===== config.mk =====
export PLATFORM = sky130hd
export DESIGN_NAME = ultrasound_sweep_collector_flat
export DESIGN_NICKNAME = d
export VERILOG_FILES = /design/src/rtl/ultrasound_sweep_collector_if.sv /design/src/rtl/ultrasound_sweep_collector.sv /design/src/flat_wrapper.sv
export SDC_FILE = /design/constraint.sdc
export NUM_CORES = 1
export LEC_CHECK = 0
export ABC_AREA = 0
export CAP_MARGIN = 10
export CORE_ASPECT_RATIO = 1.25
export CORE_MARGIN = 2
export CORE_UTILIZATION = 45
export CTS_BUF_LIST = sky130_fd_sc_hd__clkbuf_4 sky130_fd_sc_hd__clkbuf_8
export DETAILED_ROUTE_END_ITERATION = 12
export PLACE_DENSITY = 0.7
export SETUP_SLACK_MARGIN = 0.2
export SLEW_MARGIN = 30
export SYNTH_ARGS = -nofsm -noshare
export SYNTH_HDL_FRONTEND = slang
export SYNTH_SLANG_ARGS = --single-unit

===== constraint.sdc =====
create_clock -name clock -period 3.65 [get_ports clock]
set_clock_uncertainty 0.05 [all_clocks]
set_input_delay 0.9125 -clock clock [delete_from_list [all_inputs] [get_ports clock]]
set_output_delay 0.9125 -clock clock [all_outputs]
set_load 0.1 [all_outputs]

===== src/rtl/ultrasound_sweep_collector_if.sv =====
// Bundle between the sweep collector, the ranger/servo side and the downstream
// min-index stage.
interface ultrasound_sweep_collector_if;
  // Handshake: meas_valid is a one-cycle strobe with no ready; it is consumed
  // only while the collector waits for an echo. start is a level request
  // sampled in IDLE. sweep_done is a one-cycle strobe that marks dist1..dist5
  // and timeout_mask as a freshly loaded coherent set.
  logic       start;
  logic       meas_valid;
  logic [7:0] meas_distance;
  logic       ultrasound_trigger;
  logic [2:0] angle_sel;
  logic       busy;
  logic [7:0] dist1;
  logic [7:0] dist2;
  logic [7:0] dist3;
  logic [7:0] dist4;
  logic [7:0] dist5;
  logic [4:0] timeout_mask;
  logic       sweep_done;
  logic [2:0] state_dbg;

  modport slave (
    input  start, meas_valid, meas_distance,
    output ultrasound_trigger, angle_sel, busy,
    output dist1, dist2, dist3, dist4, dist5, timeout_mask, sweep_done, state_dbg
  );

  modport master (
    output start, meas_valid, meas_distance,
    input  ultrasound_trigger, angle_sel, busy,
    input  dist1, dist2, dist3, dist4, dist5, timeout_mask, sweep_done, state_dbg
  );
endinterface


===== src/rtl/ultrasound_sweep_collector.sv =====
// Sweeps five beam angles, captures one ranger distance per angle and
// publishes all five as one registered set with a done pulse.
module ultrasound_sweep_collector #(
    parameter int SETTLE_CYCLES  = 2700000,
    parameter int TIMEOUT_CYCLES = 2700000,
    parameter int CNT_W          = 22
) (
    input logic clock,
    input logic reset,
    ultrasound_sweep_collector_if.slave bus
);

    typedef enum logic [2:0] {
        S_IDLE    = 3'd0,
        S_SETTLE  = 3'd1,
        S_TRIGGER = 3'd2,
        S_WAIT    = 3'd3,
        S_DONE    = 3'd4
    } state_t;

    localparam logic [CNT_W-1:0] SETTLE_LAST  = CNT_W'(SETTLE_CYCLES - 1);
    localparam logic [CNT_W-1:0] TIMEOUT_LAST = CNT_W'(TIMEOUT_CYCLES - 1);

    state_t           state_q, state_d;
    logic [CNT_W-1:0] cnt_q, cnt_d;
    logic [2:0]       angle_q, angle_d;
    logic [7:0]       slot_q [5];
    logic [7:0]       slot_d [5];
    logic [4:0]       smask_q, smask_d;
    logic [7:0]       dist_q [5];
    logic [7:0]       dist_d [5];
    logic [4:0]       omask_q, omask_d;
    logic             store;

    always_ff @(posedge clock or posedge reset) begin
        if (reset) begin
            state_q <= S_IDLE;
            cnt_q   <= '0;
            angle_q <= 3'd1;
            slot_q  <= '{default: '0};
            smask_q <= '0;
            dist_q  <= '{default: '0};
            omask_q <= '0;
        end else begin
            state_q <= state_d;
            cnt_q   <= cnt_d;
            angle_q <= angle_d;
            slot_q  <= slot_d;
            smask_q <= smask_d;
            dist_q  <= dist_d;
            omask_q <= omask_d;
        end
    end

    always_comb begin
        state_d = state_q;
        cnt_d   = cnt_q;
        angle_d = angle_q;
        slot_d  = slot_q;
        smask_d = smask_q;
        dist_d  = dist_q;
        omask_d = omask_q;
        store   = 1'b0;

        case (state_q)
            S_IDLE: begin
                if (bus.start) begin
                    angle_d = 3'd1;
                    cnt_d   = '0;
                    state_d = S_SETTLE;
                end
            end
            S_SETTLE: begin
                if (cnt_q == SETTLE_LAST) begin
                    cnt_d   = '0;
                    state_d = S_TRIGGER;
                end else begin
                    cnt_d = cnt_q + 1'b1;
                end
            end
            S_TRIGGER: state_d = S_WAIT;
            S_WAIT: begin
                cnt_d = cnt_q + 1'b1;
                // A measurement arriving on the expiry clock takes priority.
                for (int k = 0; k < 5; k++) begin
                    if (angle_q == 3'(k + 1)) begin
                        if (bus.meas_valid) begin
                            slot_d[k]  = bus.meas_distance;
                            smask_d[k] = 1'b0;
                            store      = 1'b1;
                        end else if (cnt_q == TIMEOUT_LAST) begin
                            slot_d[k]  = 8'hFF;
                            smask_d[k] = 1'b1;
                            store      = 1'b1;
                        end
                    end
                end
                if (store) begin
                    cnt_d = '0;
                    if (angle_q == 3'd5) begin
                        // Publish on the edge entering DONE so the set is never partial.
                        dist_d  = slot_d;
                        omask_d = smask_d;
                        state_d = S_DONE;
                    end else begin
                        angle_d = angle_q + 3'd1;
                        state_d = S_SETTLE;
                    end
                end
            end
            S_DONE:  state_d = S_IDLE;
            default: state_d = S_IDLE;
        endcase
    end

    assign bus.ultrasound_trigger = (state_q == S_TRIGGER);
    assign bus.busy               = (state_q != S_IDLE);
    assign bus.sweep_done         = (state_q == S_DONE);
    assign bus.angle_sel          = angle_q;
    assign bus.dist1              = dist_q[0];
    assign bus.dist2              = dist_q[1];
    assign bus.dist3              = dist_q[2];
    assign bus.dist4              = dist_q[3];
    assign bus.dist5              = dist_q[4];
    assign bus.timeout_mask       = omask_q;
    assign bus.state_dbg          = state_q;

endmodule


===== src/flat_wrapper.sv =====
// flat-port wrapper written by rule: the top's interface ports become plain ports
module ultrasound_sweep_collector_flat 
#(
    parameter int SETTLE_CYCLES  = 2700000,
    parameter int TIMEOUT_CYCLES = 2700000,
    parameter int CNT_W          = 22
)
  (clock, reset, bus_start, bus_meas_valid, bus_meas_distance, bus_ultrasound_trigger, bus_angle_sel, bus_busy, bus_dist1, bus_dist2, bus_dist3, bus_dist4, bus_dist5, bus_timeout_mask, bus_sweep_done, bus_state_dbg);
  ultrasound_sweep_collector_if bus_i ();
  input logic clock;
  input logic reset;
  input wire logic [$bits(bus_i.start)-1:0] bus_start;
  input wire logic [$bits(bus_i.meas_valid)-1:0] bus_meas_valid;
  input wire logic [$bits(bus_i.meas_distance)-1:0] bus_meas_distance;
  output wire logic [$bits(bus_i.ultrasound_trigger)-1:0] bus_ultrasound_trigger;
  output wire logic [$bits(bus_i.angle_sel)-1:0] bus_angle_sel;
  output wire logic [$bits(bus_i.busy)-1:0] bus_busy;
  output wire logic [$bits(bus_i.dist1)-1:0] bus_dist1;
  output wire logic [$bits(bus_i.dist2)-1:0] bus_dist2;
  output wire logic [$bits(bus_i.dist3)-1:0] bus_dist3;
  output wire logic [$bits(bus_i.dist4)-1:0] bus_dist4;
  output wire logic [$bits(bus_i.dist5)-1:0] bus_dist5;
  output wire logic [$bits(bus_i.timeout_mask)-1:0] bus_timeout_mask;
  output wire logic [$bits(bus_i.sweep_done)-1:0] bus_sweep_done;
  output wire logic [$bits(bus_i.state_dbg)-1:0] bus_state_dbg;
  assign bus_i.start = bus_start;
  assign bus_i.meas_valid = bus_meas_valid;
  assign bus_i.meas_distance = bus_meas_distance;
  assign bus_ultrasound_trigger = bus_i.ultrasound_trigger;
  assign bus_angle_sel = bus_i.angle_sel;
  assign bus_busy = bus_i.busy;
  assign bus_dist1 = bus_i.dist1;
  assign bus_dist2 = bus_i.dist2;
  assign bus_dist3 = bus_i.dist3;
  assign bus_dist4 = bus_i.dist4;
  assign bus_dist5 = bus_i.dist5;
  assign bus_timeout_mask = bus_i.timeout_mask;
  assign bus_sweep_done = bus_i.sweep_done;
  assign bus_state_dbg = bus_i.state_dbg;
  ultrasound_sweep_collector #(.SETTLE_CYCLES(SETTLE_CYCLES), .TIMEOUT_CYCLES(TIMEOUT_CYCLES), .CNT_W(CNT_W)) u_core (.clock(clock), .reset(reset), .bus(bus_i));
endmodule

==> flow_metrics.py <==
metrics = {
    "cells_and_area": {
        "final_cell_count_no_fill": 673,
        "nets": 551,
        "final_util_pct": 54.1,
        "syn_to_final_growth_pct": 16.5,
        "fillers": 969,
        "antenna_cells": 0,
        "layout-drive-gt1-share_pct": 17.8,
    },
    "timing": {
        "worstMarginPinSlew_ns": 0.823,
        "period_needed_ns": 2.76,
        "fin_tns_setup_ns": 0,
        "max_freq_ghz": 0.362,
        "min_period_over_period_pct": 75.6,
        "rsz0062_at_grt": "false",
        "hold_ws_ns": 0.450,
        "max_slew_margin_pct": 44.6,
        "setup_viol_count_final": 0,
        "maxSlewViolCount": 0,
        "hold_violations": 0,
    },
    "die": {
        "coreArea_mm2": 0.0111,
        "die_area_mm2": 0.0124,
        "start_util_pct": 46.4,
        "die_width_um": 99.9,
        "fp-row-count": 43,
        "die_y_um": 124,
        "pin_count": 66,
    },
    "logic_synthesis": {
        "synth_ff_type": "dfrtp_1",
        "yosysMostFrequentCell": "dfrtp_1",
        "syn_inst": 478,
        "yosys-top-cells-area": "dfrtp_1 52%, mux2i_1 7.4%, o22a_1 6.8%",
        "postSynthAreaPerCell_um2": 10.8,
        "netlist.top_cell.by_area": "dfrtp_1",
        "yosysWarnings": 0,
        "netlist.area_leader.share_pct": 52.3,
        "netlist_top_cells_count": "108 x dfrtp_1, 56 x o21ai_0, 40 x o22a_1",
        "syn_nets": 496,
        "synth_area_mm2": 0.00517,
        "ys_seq_elements": 109,
        "async_reset_ff_share_pct": 100,
        "ys_types": 54,
        "synth_edf_count": 0,
        "yosysSeqAreaShare_pct": 52.8,
    },
    "cts": {
        "clk_pin_slew_ns": 0.10,
        "postCtsResizedCells": 0,
        "cts_tree": "built",
        "clk_latency_ns": 0.37,
        "cts_htree_levels": 3,
        "cts_hold_buf": 0,
        "cts_buffers": 9,
        "clkSinkCount": 109,
        "cts_root_buffer": "clkbuf_8",
        "clock_path_buffers": 2,
        "postCtsSetupBuffers": 0,
    },
    "drt": {
        "totalWireLength_mm": 12.2,
        "ant_nets": 0,
        "drt_iter0_markers": 238,
        "via_per_inst": 6.00,
        "post-route-drc-count": 0,
        "wl_per_cell_um": 18.1,
        "dr.pass1.iters": 5,
        "dr_total_vias": 4039,
    },
    "worst_hold_path": {
        "hp-class": "reg2reg",
    },
    "setup_path": {
        "crit_buf_inv": 0,
        "crit_path_max_incr_delay_ns": 0.66,
        "path_class": "reg2reg",
        "end_kind": "register",
        "worstPathMaxFanout": 15,
        "arrival_ns": 2.93,
        "critical_path.startpoint_type": "register",
        "path_cells": "or4_1, nor3_1, nand2_1, a21oi_2, o21ai_0",
        "cp_top_family": "simple AND/OR/NAND/NOR gates",
        "crit_required_ns": 3.82,
        "worst_path_max_delay_cell": "a21oi_2",
    },
    "global_route": {
        "gr-total-overflow": 0,
        "grt_antenna_before_repair": 0,
        "grt_pass1_wl_mm": 20.3,
        "grt_max_degree": 110,
        "grt_pass1_vias": 3922,
        "grt_usage_pct": 21.0,
    },
    "placed_design": {
        "dp_hpwl_mm": 8.44,
        "gp_congestion": 0.886,
        "io_buffers": 65,
        "placed_cells": 657,
    },
    "run": {
        "drv_cap": 0,
    },
    "status": {
        "outcome": "finished, final reports clean",
    },
}
-- flip-flops by register name (all words and copies together) (netlist names) --
signal / count
u_core.bus.state_dbg: 3
u_core.bus.dist2: 8
u_core.bus.angle_sel: 3
u_core.bus.timeout_mask: 5
u_core.bus.dist3: 8
u_core.smask_q: 4
u_core.cnt_q: 22
u_core.slot_q: 32
u_core.bus.dist5: 8
u_core.bus.dist1: 8
u_core.bus.dist4: 8
-- cell type report --
class	count	area, um2	share of cell area [%]
Sequential cell	109	2730	45.3
Timing Repair Buffer	75	603	10.0
Clock inverter	6	67.6	1.12
Clock buffer	10	138	2.29
Inverter	12	53.8	0.894
Multi-Input combinational cell	326	2260	37.6
Tap cell	135	169	2.81
-- worst paths after layout --
check                                                    from                                  end  slack (ns)  cells past startpoint
worst min-delay path            u_core.slot_q[18]$_DFFE_PP0P_        u_core.slot_q[18]$_DFFE_PP0P_        0.45                      1
worst min register to register  u_core.slot_q[18]$_DFFE_PP0P_        u_core.slot_q[18]$_DFFE_PP0P_        0.45                      1
max in group asynchronous                               reset      u_core.bus.dist3[6]$_DFFE_PP0P_        2.13                      3
worst max register to register    u_core.cnt_q[5]$_DFFE_PP0P_  u_core.bus.state_dbg[0]$_DFFE_PP0P_        0.89                      5
min in group asynchronous                               reset         u_core.cnt_q[10]$_DFFE_PP0P_        1.00                      3
worst max-delay path              u_core.cnt_q[5]$_DFFE_PP0P_  u_core.bus.state_dbg[0]$_DFFE_PP0P_        0.89                      5
-- per-layer routing --
layer / routed length [um] / track usage (%)
met1: 5290 / 27.4
met2: 6060 / 35.4
met3: 654 / 4.32
met4: 189 / 6.34
met5: 0 / 0
-- cells by family (layout without fill, tap and decap cells) --
group                    after synthesis  after routing  share of synthesized area [%]
AO/OA/AOI/OAI                        150            150                           20.8
AND/OR/NAND/NOR                      125            125                           12.6
flip-flops                           109            109                           52.8
buffers and inverters                 43            103                           3.80
multiplexers                          39             39                           7.57
adder cells (fa/ha/maj)                6              6                           1.45
XOR/XNOR                               6              6                           1.02
-- through the flow --
step	instance area [um2]	worst slack [ns]
after floorplan	5180	0.186
after global placement	5810	0.769
after detailed placement	5810	0.695
after CTS	6010	0.874
after global routing	6020	0.538
final	6020	0.890
-- placed cells by master (no fill, tap or decap), types with 2 or more instances in the layout --
cell type | synthesis | routed
nand2_1 | 28 | 28
nor2b_1 | 3 | 3
o31ai_1 | 3 | 3
a31oi_1 | 4 | 4
mux2i_1 | 38 | 38
a21oi_1 | 6 | 6
a2bb2oi_1 | 14 | 14
nand4_1 | 10 | 10
xor2_1 | 4 | 4
nand3_1 | 26 | 26
nor3b_2 | 0 | 2
ha_1 | 6 | 6
o21ai_0 | 56 | 56
xnor2_1 | 2 | 2
nor3_1 | 8 | 8
nand2b_1 | 2 | 2
inv_6 | 0 | 2
a21oi_2 | 2 | 2
o21a_1 | 5 | 5
nor2_1 | 25 | 25
inv_1 | 10 | 9
and3_1 | 5 | 5
a211oi_1 | 4 | 4
or4_1 | 3 | 3
clkinv_8 | 0 | 2
buf_4 | 1 | 63
clkbuf_8 | 0 | 10
a2bb2oi_2 | 2 | 2
clkdlybuf4s50_1 | 0 | 11
o221a_2 | 2 | 2
o22a_1 | 40 | 40
dfrtp_1 | 108 | 108
clkinv_4 | 1 | 3
a221oi_1 | 7 | 7
o2111ai_1 | 2 | 2
Power is left out: the tool's default activity adds up to more than one toggle a clock period on the data nets, which glitch-free logic cannot reach.
